File: src/rtl/gouram_trace_pkg.sv
// Shared trace definitions: the memory-trace record, the LSU handshake
// states, and opcode classifiers also used by the instruction-fetch tracker.
package gouram_trace_pkg;

    localparam int TRACE_ADDR_W = 16;
    localparam int TRACE_DATA_W = 32;
    localparam int TS_W         = 32;

    localparam logic [6:0] OPC_LOAD   = 7'b0000011;
    localparam logic [6:0] OPC_STORE  = 7'b0100011;
    localparam logic [6:0] OPC_BRANCH = 7'b1100011;

    typedef enum logic [1:0] {
        IDLE,
        WAIT_GNT,
        WAIT_RVALID
    } lsu_state_t;

    // One completed data access paired with its originating instruction
    typedef struct packed {
        logic [TRACE_DATA_W-1:0] instruction;
        logic [TRACE_ADDR_W-1:0] instr_addr;
        logic [TS_W-1:0]         dec_end;
        logic [TRACE_ADDR_W-1:0] data_addr;
        logic                    we;
        logic [TS_W-1:0]         req_time;
        logic [TS_W-1:0]         gnt_time;
        logic [TS_W-1:0]         rvalid_time;
        logic                    orphan;
    } lsu_trace_format;

    function automatic logic is_load(input logic [31:0] instr);
        return instr[6:0] == OPC_LOAD;
    endfunction

    function automatic logic is_store(input logic [31:0] instr);
        return instr[6:0] == OPC_STORE;
    endfunction

    function automatic logic is_branch(input logic [31:0] instr);
        return instr[6:0] == OPC_BRANCH;
    endfunction

    function automatic logic is_load_store(input logic [31:0] instr);
        return is_load(instr) || is_store(instr);
    endfunction

endpackage

File: src/rtl/trace_fifo.sv
// Small synchronous FIFO with a combinational head read so the consumer can
// pop and use the head entry in the same cycle. A push into a full FIFO is
// accepted only if a pop happens in that cycle; otherwise it is dropped and
// reported on the drop strobe.
module trace_fifo #(
    parameter int WIDTH = 8,
    parameter int DEPTH = 4
) (
    input  logic                       clk,
    input  logic                       rst_n,
    input  logic                       push,
    input  logic [WIDTH-1:0]           push_data,
    input  logic                       pop,
    output logic [WIDTH-1:0]           pop_data,
    output logic                       full,
    output logic                       empty,
    output logic [$clog2(DEPTH):0]     count,
    output logic                       drop
);

    localparam int PTR_W = $clog2(DEPTH);
    localparam int CNT_W = PTR_W + 1;

    logic [WIDTH-1:0] mem [DEPTH];
    logic [PTR_W-1:0] wr_ptr_reg;
    logic [PTR_W-1:0] rd_ptr_reg;
    logic [CNT_W-1:0] count_reg;
    logic             do_push;
    logic             do_pop;

    assign empty    = (count_reg == '0);
    assign full     = (count_reg == CNT_W'(DEPTH));
    assign count    = count_reg;
    assign pop_data = mem[rd_ptr_reg];

    assign do_pop  = pop && !empty;
    assign do_push = push && (!full || do_pop);
    assign drop    = push && full && !do_pop;

    // Storage: written only on an accepted push, no reset needed
    always_ff @(posedge clk) begin
        if (do_push) begin
            mem[wr_ptr_reg] <= push_data;
        end
    end

    // Pointer and occupancy bookkeeping; pointers wrap since DEPTH is a power of two
    always_ff @(posedge clk or negedge rst_n) begin
        if (!rst_n) begin
            wr_ptr_reg <= '0;
            rd_ptr_reg <= '0;
            count_reg  <= '0;
        end else begin
            if (do_push) begin
                wr_ptr_reg <= wr_ptr_reg + PTR_W'(1);
            end
            if (do_pop) begin
                rd_ptr_reg <= rd_ptr_reg + PTR_W'(1);
            end
            case ({do_push, do_pop})
                2'b10:   count_reg <= count_reg + CNT_W'(1);
                2'b01:   count_reg <= count_reg - CNT_W'(1);
                default: count_reg <= count_reg;
            endcase
        end
    end

endmodule

File: src/rtl/lsu_tracker.sv
// Load/store tracker: queues load/store instruction records from the fetch
// tracker, follows the data-memory req/gnt/rvalid handshake (one outstanding
// access), and emits one timestamped trace record per completed access.
module lsu_tracker
    import gouram_trace_pkg::*;
#(
    parameter int ADDR_WIDTH       = 16,
    parameter int DATA_WIDTH       = 32,
    parameter int INSTR_FIFO_DEPTH = 4
) (
    input  logic                  clk,
    input  logic                  rst_n,
    input  logic [31:0]           counter,
    input  logic                  if_data_ready,
    input  logic [DATA_WIDTH-1:0] if_instruction,
    input  logic [ADDR_WIDTH-1:0] if_instr_addr,
    input  logic [31:0]           dec_stage_end,
    input  logic                  data_req,
    input  logic                  data_gnt,
    input  logic                  data_rvalid,
    input  logic                  data_we,
    input  logic [ADDR_WIDTH-1:0] data_addr,
    input  logic                  trace_ready,
    output logic                  trace_valid,
    output logic [DATA_WIDTH-1:0] trace_instruction,
    output logic [ADDR_WIDTH-1:0] trace_instr_addr,
    output logic [31:0]           trace_dec_end,
    output logic [ADDR_WIDTH-1:0] trace_data_addr,
    output logic                  trace_we,
    output logic [31:0]           trace_req_time,
    output logic [31:0]           trace_gnt_time,
    output logic [31:0]           trace_rvalid_time,
    output logic                  trace_orphan,
    output logic                  overflow,
    output logic [15:0]           drop_count
);

    localparam int ENTRY_W = DATA_WIDTH + ADDR_WIDTH + 32;

    // Instruction queue
    logic [ENTRY_W-1:0]              fifo_head;
    logic                            fifo_full_unused;
    logic                            fifo_empty;
    logic [$clog2(INSTR_FIFO_DEPTH):0] fifo_level_unused;
    logic                            fifo_drop;

    // Handshake capture
    lsu_state_t            state_reg, state_next;
    logic [31:0]           req_time_reg, req_time_next;
    logic [31:0]           gnt_time_reg, gnt_time_next;
    logic [ADDR_WIDTH-1:0] addr_reg, addr_next;
    logic                  we_reg, we_next;
    logic                  complete;

    // Output record and drop accounting
    lsu_trace_format out_reg, rec_next;
    logic            valid_reg, valid_next;
    logic            load_out;
    logic            out_drop;
    logic            overflow_reg, overflow_next;
    logic [15:0]     drop_count_reg, drop_count_next;
    logic [16:0]     drop_sum;

    assign complete = (state_reg == WAIT_RVALID) && data_rvalid;

    trace_fifo #(
        .WIDTH (ENTRY_W),
        .DEPTH (INSTR_FIFO_DEPTH)
    ) u_instr_fifo (
        .clk       (clk),
        .rst_n     (rst_n),
        .push      (if_data_ready),
        .push_data ({if_instruction, if_instr_addr, dec_stage_end}),
        .pop       (complete),
        .pop_data  (fifo_head),
        .full      (fifo_full_unused),
        .empty     (fifo_empty),
        .count     (fifo_level_unused),
        .drop      (fifo_drop)
    );

    // Handshake state register and captured request/grant fields
    always_ff @(posedge clk or negedge rst_n) begin
        if (!rst_n) begin
            state_reg    <= IDLE;
            req_time_reg <= '0;
            gnt_time_reg <= '0;
            addr_reg     <= '0;
            we_reg       <= 1'b0;
        end else begin
            state_reg    <= state_next;
            req_time_reg <= req_time_next;
            gnt_time_reg <= gnt_time_next;
            addr_reg     <= addr_next;
            we_reg       <= we_next;
        end
    end

    // Next-state logic; a response with a new request pending restarts capture at once
    always_comb begin
        state_next    = state_reg;
        req_time_next = req_time_reg;
        gnt_time_next = gnt_time_reg;
        addr_next     = addr_reg;
        we_next       = we_reg;
        case (state_reg)
            IDLE, WAIT_RVALID: begin
                if (state_reg == IDLE || data_rvalid) begin
                    state_next = IDLE;
                    if (data_req) begin
                        req_time_next = counter;
                        if (data_gnt) begin
                            gnt_time_next = counter;
                            addr_next     = data_addr;
                            we_next       = data_we;
                            state_next    = WAIT_RVALID;
                        end else begin
                            state_next = WAIT_GNT;
                        end
                    end
                end
            end
            WAIT_GNT: begin
                if (data_gnt) begin
                    gnt_time_next = counter;
                    addr_next     = data_addr;
                    we_next       = data_we;
                    state_next    = WAIT_RVALID;
                end
            end
            default: state_next = IDLE;
        endcase
    end

    // Merge the completing access with the queue head (zero fields when none is pending)
    always_comb begin
        rec_next             = '0;
        rec_next.data_addr   = TRACE_ADDR_W'(addr_reg);
        rec_next.we          = we_reg;
        rec_next.req_time    = req_time_reg;
        rec_next.gnt_time    = gnt_time_reg;
        rec_next.rvalid_time = counter;
        rec_next.orphan      = fifo_empty;
        if (!fifo_empty) begin
            rec_next.instruction = TRACE_DATA_W'(fifo_head[ENTRY_W-1 -: DATA_WIDTH]);
            rec_next.instr_addr  = TRACE_ADDR_W'(fifo_head[32 +: ADDR_WIDTH]);
            rec_next.dec_end     = fifo_head[31:0];
        end
    end

    // Output slot: load when empty or draining, otherwise the new record is lost
    always_comb begin
        load_out   = complete && (!valid_reg || trace_ready);
        out_drop   = complete && valid_reg && !trace_ready;
        valid_next = valid_reg;
        if (load_out) begin
            valid_next = 1'b1;
        end else if (valid_reg && trace_ready) begin
            valid_next = 1'b0;
        end
        overflow_next   = overflow_reg | fifo_drop | out_drop;
        drop_sum        = {1'b0, drop_count_reg} + 17'(fifo_drop) + 17'(out_drop);
        drop_count_next = drop_sum[16] ? 16'hFFFF : drop_sum[15:0];
    end

    // Output record register and sticky drop status
    always_ff @(posedge clk or negedge rst_n) begin
        if (!rst_n) begin
            out_reg        <= '0;
            valid_reg      <= 1'b0;
            overflow_reg   <= 1'b0;
            drop_count_reg <= '0;
        end else begin
            if (load_out) begin
                out_reg <= rec_next;
            end
            valid_reg      <= valid_next;
            overflow_reg   <= overflow_next;
            drop_count_reg <= drop_count_next;
        end
    end

    assign trace_valid       = valid_reg;
    assign trace_instruction = DATA_WIDTH'(out_reg.instruction);
    assign trace_instr_addr  = ADDR_WIDTH'(out_reg.instr_addr);
    assign trace_dec_end     = out_reg.dec_end;
    assign trace_data_addr   = ADDR_WIDTH'(out_reg.data_addr);
    assign trace_we          = out_reg.we;
    assign trace_req_time    = out_reg.req_time;
    assign trace_gnt_time    = out_reg.gnt_time;
    assign trace_rvalid_time = out_reg.rvalid_time;
    assign trace_orphan      = out_reg.orphan;
    assign overflow          = overflow_reg;
    assign drop_count        = drop_count_reg;

endmodule

File: config.mk
export PLATFORM = sky130hd
export DESIGN_NAME = lsu_tracker
export DESIGN_NICKNAME = d
export VERILOG_FILES = /design/src/rtl/gouram_trace_pkg.sv /design/src/rtl/trace_fifo.sv /design/src/rtl/lsu_tracker.sv
export SDC_FILE = /design/constraint.sdc
export NUM_CORES = 1
export LEC_CHECK = 0
export BUFFER_PORTS_ARGS = -buffer_cell sky130_fd_sc_hd__buf_2
export CAP_MARGIN = 5
export CORE_UTILIZATION = 57
export DETAILED_ROUTE_END_ITERATION = 8
export GPL_TIMING_DRIVEN = 0
export HOLD_SLACK_MARGIN = 0.15
export PLACE_DENSITY = 0.9
export SKIP_CTS_REPAIR_TIMING = 1
export SYNTH_ARGS = -nofsm -noshare
export SYNTH_HDL_FRONTEND = slang
export SYNTH_SLANG_ARGS = --single-unit
File: constraint.sdc
create_clock -name clk -period 6.55 [get_ports clk]
set_input_delay 0.655 -clock clk [delete_from_list [all_inputs] [get_ports clk]]
set_output_delay 0.655 -clock clk [all_outputs]
set_load 0.02 [all_outputs]
==> flow_summary.toml, run 1 <==
[logic_synthesis]
netlist_top_cells_area = "edfxtp_1 (42%), dfrtp_1 (33%), mux2_2 (9.6%)"
synth_top_cell_by_area = "edfxtp_1"
avgSynthCellArea_um2 = 20.0
synth-edff-count = 320
synth.most_common_cell = "edfxtp_1"
netlist_instances = 1147
yosys.area.top_type_share_pct = 41.8
yosysUniqueCellTypes = 49
ys_seq_elements = 622
async_flop_share_pct = 48.6
synth_common_cells = "edfxtp_1 (320), dfrtp_1 (302), mux2_2 (196)"
synthFlopType = "edfxtp_1"
synth_seq_area_share_pct = 74.8
syn-cell-area_um2 = 23000
syn_nets = 1291
yosysWarnings = 0

[floorplanning]
core_area_um2 = 39700
initial_core_util_pct = 57.8
die_x_um = 203
die_area_um2 = 41100
die_h_um = 203
rows = 73
pin_count = 348

[worst_setup_path]
reg2reg_depth = 8
slowest_delay_ps = 630
crit_path_max_fanout = 10
regToRegStartpoint = "state_reg[0]"
cp.required_ps = 7080
crit_arrival_ps = 3280
cp_common_cell = "nand3_1"
ff2ff_setup_slack_ps = 3800
reg2reg_to = "drop_count[14]"
crit_path_top_delay_cell = "or4_4"
path_cells = "nand3b_4, nor2_1, fa_1, ha_1, nand3_1, or4_4, buf_6, nand3_1"
path_class = "register to register"
cp-start-kind = "register"
crit_path_end_kind = "register"

[job]
cap_violations = 0

[drt]
dr.pass1.iters = 4
met3_wirelength_um = 3870
wl_met2_um = 27000
routed_via_density = 5.84
drt_iter0_drc = 721
post_drt_wl_per_cell_um = 24.3
wl_met1_um = 20000
topRoutingLayerUsed = "met5"
drt_wl_total_um = 51900
vias = 12500
drcViolationCount = 0
antenna_left = 0

[place]
hpwlAfterDp_um = 33500
post-place-ws_ps = 3440
portBuffers = 347
place.gp.congestion = 0.853

[clocking]
path_clk_slew_ps = 60
clock_latency_ps = 620
cts_tree = "done"
cts_sinks = 622
cts_buffer_depth = 3
cts_buffers = 58
cts_root_buffer = "clkbuf_16"
htree_num_levels = 2

[finish]
syn2layout_area_growth_pct = 19.7
num-nets-final = 1705
fillers = 2448
top_register = "u_instr_fifo.mem"
largest_reg_flops = 320
finalCoreUtilization_pct = 69.2
drive_gt1_share_pct = 48.1

[power_and_ir_drop]
ir_drop_uv = 352
cellPowerDensity_nw_per_um2 = 472
p_leak_nw = 11.1

[timing]
finalCritPeriodShare_pct = 41.9
report.final.slew_viol_count = 0
tightest_slew_ps = 928
clock.fmax_mhz = 364
setup_viol = 0
period_needed_ps = 2750
rsz0062_at_grt = "false"
setup_ws_ps = 3800
skew_ps = 32.5
hold_viol = 0
relSlewSlack_pct = 37.8

[global_route]
gr-total-overflow = 0
grt_pass1_vias = 13300
grt_max_degree = 130
antenna_found_initial = 9
grt_pass1_wl_um = 78400
track_usage_pct = 25.6

[hold_path]
hold_depth = 1
hold_path.class = "primary input to register"
min-delay-start = "if_instruction[8]"
min_to = "u_instr_fifo.mem[3][56]"

[status]
status = "complete, no violations"
[layer usage]
| layer | track usage, % | vias to the layer above |
|---|---|---|
| met3 | 6.95 | 79 |
| met2 | 44.6 | 487 |
| li1 | - | 5351 |
| met5 | 0 | - |
| met4 | 6.34 | 8 |
| met1 | 31.8 | 6570 |
[worst max-delay path by stage]
stage | depth (start not counted) | startpoint | endpoint
final | 8 | state_reg[0] | drop_count[14]
after global routing | 8 | state_reg[0] | drop_count[14]
after CTS | 8 | state_reg[0] | drop_count[14]
after detailed placement | 9 | data_rvalid | drop_count[14]
after global placement | 1 | rst_n | trace_instruction[17]
after floorplan | 3 | data_rvalid | u_instr_fifo.mem[0][0]
[cell type report]
class / count / area (um2) / share of cell area [%]
Sequential cell: 622 / 17200 / 62.4
Buffer: 57 / 294 / 1.07
Timing Repair Buffer: 354 / 1920 / 6.99
Inverter: 9 / 33.8 / 0.123
Antenna cell: 6 / 15.0 / 0.0546
Tap cell: 525 / 657 / 2.39
Multi-Input combinational cell: 459 / 5480 / 19.9
Clock inverter: 22 / 274 / 0.997
Clock buffer: 86 / 1660 / 6.02
[report_power, final]
part           leakage, nW  switching [mW]  internal [mW]  total, mW
Sequential            6.58           0.537           5.29       5.82
Clock                0.944            1.42           1.95       3.38
Combinational         3.62            2.16           1.63       3.79
[worst max-delay path: cells and delay by family (launching register included)]
kind / cells / cell delay (ps)
AND/OR/NAND/NOR: 5 / 1520
flip-flops: 1 / 440
adder cells (fa/ha/maj): 2 / 540
buffers and inverters: 1 / 170
[cells in the final DEF, fill, tap and decap left out, drive strengths merged, types with 4 or more instances in the layout]
master / n
ha: 6
mux2: 196
diode: 6
dfrtp: 302
nand4: 4
a22o: 80
a31oi: 4
inv: 11
nor3: 4
clkbuf: 99
mux4: 80
a21oi: 5
bufinv: 5
nor2: 6
clkinv: 13
and3: 4
o21ai: 6
and2: 4
edfxtp: 320
xnor2: 4
or4: 7
nand2: 7
buf: 397
nand3: 9
xor2: 4
[through the flow]
step	cells	hold slack (ps)	area (um2)	power, mW	TNS [ps]
6_report	2140	246	27500	13.0	0
5_1_grt	2136	217	27500	13.5	0
4_1_cts	2133	56.6	27500	13.1	0
3_5_place_dp	2025	459	25500	9.66	0
3_3_place_gp	2019	454	25400	9.45	-233130
2_1_floorplan	1147	359	23000	8.24	0
[cell families after synthesis]
family	Yosys count	share of synthesized area (%)
compound gates	103	3.71
xor+xnor	8	0.305
fa+ha+maj	8	0.501
buf+inv	66	1.43
flops	622	74.8
mux	277	17.5
simple gates	63	1.79
Note: power is estimated with default switching activity, not from simulation.
==> run 2, diff against run 1 <==
Settings changed: CORE_UTILIZATION 57 to 51, PLACE_DENSITY 0.9 to 0.86.
Clock period 6.55 ns to 2.3 ns, I/O delays scaled along.
==> flow_summary.toml, run 2 (synthesis results as in run 1) <==
[worst_setup_path]
reg2reg_depth = 8
crit_path_end_kind = "register"
slowest_delay_ps = 510
cp-start-kind = "register"
crit_arrival_ps = 2770
crit_path_max_fanout = 7
crit_path_top_delay_cell = "or4_4"
regToRegStartpoint = "state_reg[0]"
path_cells = "nand3b_4, and4_4, fa_2, ha_4, nand3_4, or4_4, clkbuf_16, o21ai_2"
ff2ff_setup_slack_ps = 30
path_class = "register to register"
cp.required_ps = 2810
reg2reg_to = "drop_count[7]"

[finish]
largest_reg_flops = 320
top_register = "u_instr_fifo.mem"
drive_gt1_share_pct = 46.0
num-nets-final = 1867
instances_no_fill = 2366
final_cell_mix = "buf_2 (380), edfxtp_1 (320), dfrtp_1 (301)"
stdcell_area_um2 = 29300
syn2layout_area_growth_pct = 27.6
layout_commonest_cell = "buf_2"
fillers = 2811

[timing]
skew_ps = 24.0
clock.fmax_mhz = 441
rsz0062_at_grt = "true"
period_needed_ps = 2270
setup_viol = 0
hold_viol = 0
relSlewSlack_pct = 42.5
tightest_slew_ps = 863
report.final.slew_viol_count = 0
finalCritPeriodShare_pct = 98.6

[clocking]
clock_latency_ps = 600
path_clk_slew_ps = 60
cts_buffer_depth = 3
cts_root_buffer = "clkbuf_16"
cts_buffers = 66
cts_tree = "done"
htree_num_levels = 3
cts_sinks = 622

[drt]
drt_iter0_drc = 987
antenna_left = 0
routed_via_density = 5.69
drcViolationCount = 0
post_drt_wl_per_cell_um = 24.6
vias = 13500
dr.pass1.iters = 5
drt_wl_total_um = 58200

[floorplanning]
rows = 77
die_h_um = 214
die_x_um = 214
die_area_um2 = 45900
initial_core_util_pct = 51.8
core_area_um2 = 44300
pin_count = 348

[power_and_ir_drop]
ir_drop_uv = 1170
p_leak_nw = 11.9
power.total_mw = 38.2
power_switching_mw = 12.5
sequentialPowerShare_pct = 43.6
p_int_mw = 25.8
comb_power_share_pct = 29.8
p_clk_share_pct = 26.7
swShare_pct = 32.6
cellPowerDensity_nw_per_um2 = 1300

[global_route]
grt_pass1_vias = 13500
gr-total-overflow = 0
antenna_found_initial = 4
grt_max_degree = 106
grt_pass1_wl_um = 81600
track_usage_pct = 23.7

[status]
status = "complete, no violations"

[hold_path]
hold_path.class = "primary input to async pin"

[place]
portBuffers = 347
placed_cells = 2092
hpwlAfterDp_um = 33900
dpl_cell_area_um2 = 25600
place.gp.congestion = 0.834

[job]
cap_violations = 0
run 2: per-layer routing:
metal | routed length (um) | GRT usage (%)
met1 | 21500 | 28.6
met2 | 29800 | 40.2
met3 | 4800 | 7.72
met4 | 1980 | 8.31
met5 | 30 | 0
run 2: layout make-up:
cell class,instances,area (um2),share of cell area (%)
tap,592,741,2.53
buffer,57,298,1.02
sequential,622,17200,58.6
clock inverter,22,219,0.747
multi-input combinational,463,5610,19.1
timing repair buffer,504,3400,11.6
inverter,9,33.8,0.115
clock buffer,95,1830,6.25
antenna,2,5.00,0.0171
run 2: worst max-delay path: cells and delay by family, from the launching register on:
kind	cells	cell delay (ps)
DFF	1	410
buffers and inverters	1	190
adders and majority gates	2	430
and+or+nand+nor	4	1090
AOI/OAI and AO/OA	1	50
run 2: worst max-delay path by stage:
| stage | start | end | slack [ps] | cells after the start |
|---|---|---|---|---|
| 2_1_floorplan | state_reg[0] | u_instr_fifo.mem[0][0] | -260 | 3 |
| 3_3_place_gp | rst_n | trace_instr_addr[15] | -4730 | 1 |
| 3_5_place_dp | state_reg[0] | drop_count[14] | -330 | 8 |
| 4_1_cts | state_reg[0] | drop_count[14] | -370 | 8 |
| 5_1_grt | state_reg[0] | drop_count[7] | -50 | 8 |
| 6_report | state_reg[0] | drop_count[7] | 30 | 8 |
run 2: power by group through the flow:
stage / Clock [mW] / Combinational (mW) / Sequential [mW]
after global placement: 0 / 10.4 / 16.5
after global routing: 10.8 / 12.0 / 16.9
after detailed placement: 0 / 10.9 / 16.7
after CTS: 10.3 / 11.0 / 16.6
final: 10.2 / 11.4 / 16.7
after floorplan: 0 / 5.01 / 18.4
run 2: per-stage QoR:
step	utilization [%]	hold WS [ps]	TNS (ps)	worst slack, ps
global route	66.1	335	-341	-52.9
finish	66.1	286	0	33.1
CTS	62.4	-283	-73390	-371
detailed placement	57.8	346	-69680	-329
global placement	57.4	438	-1807460	-4730
floorplan	-	-65.6	-83020	-259
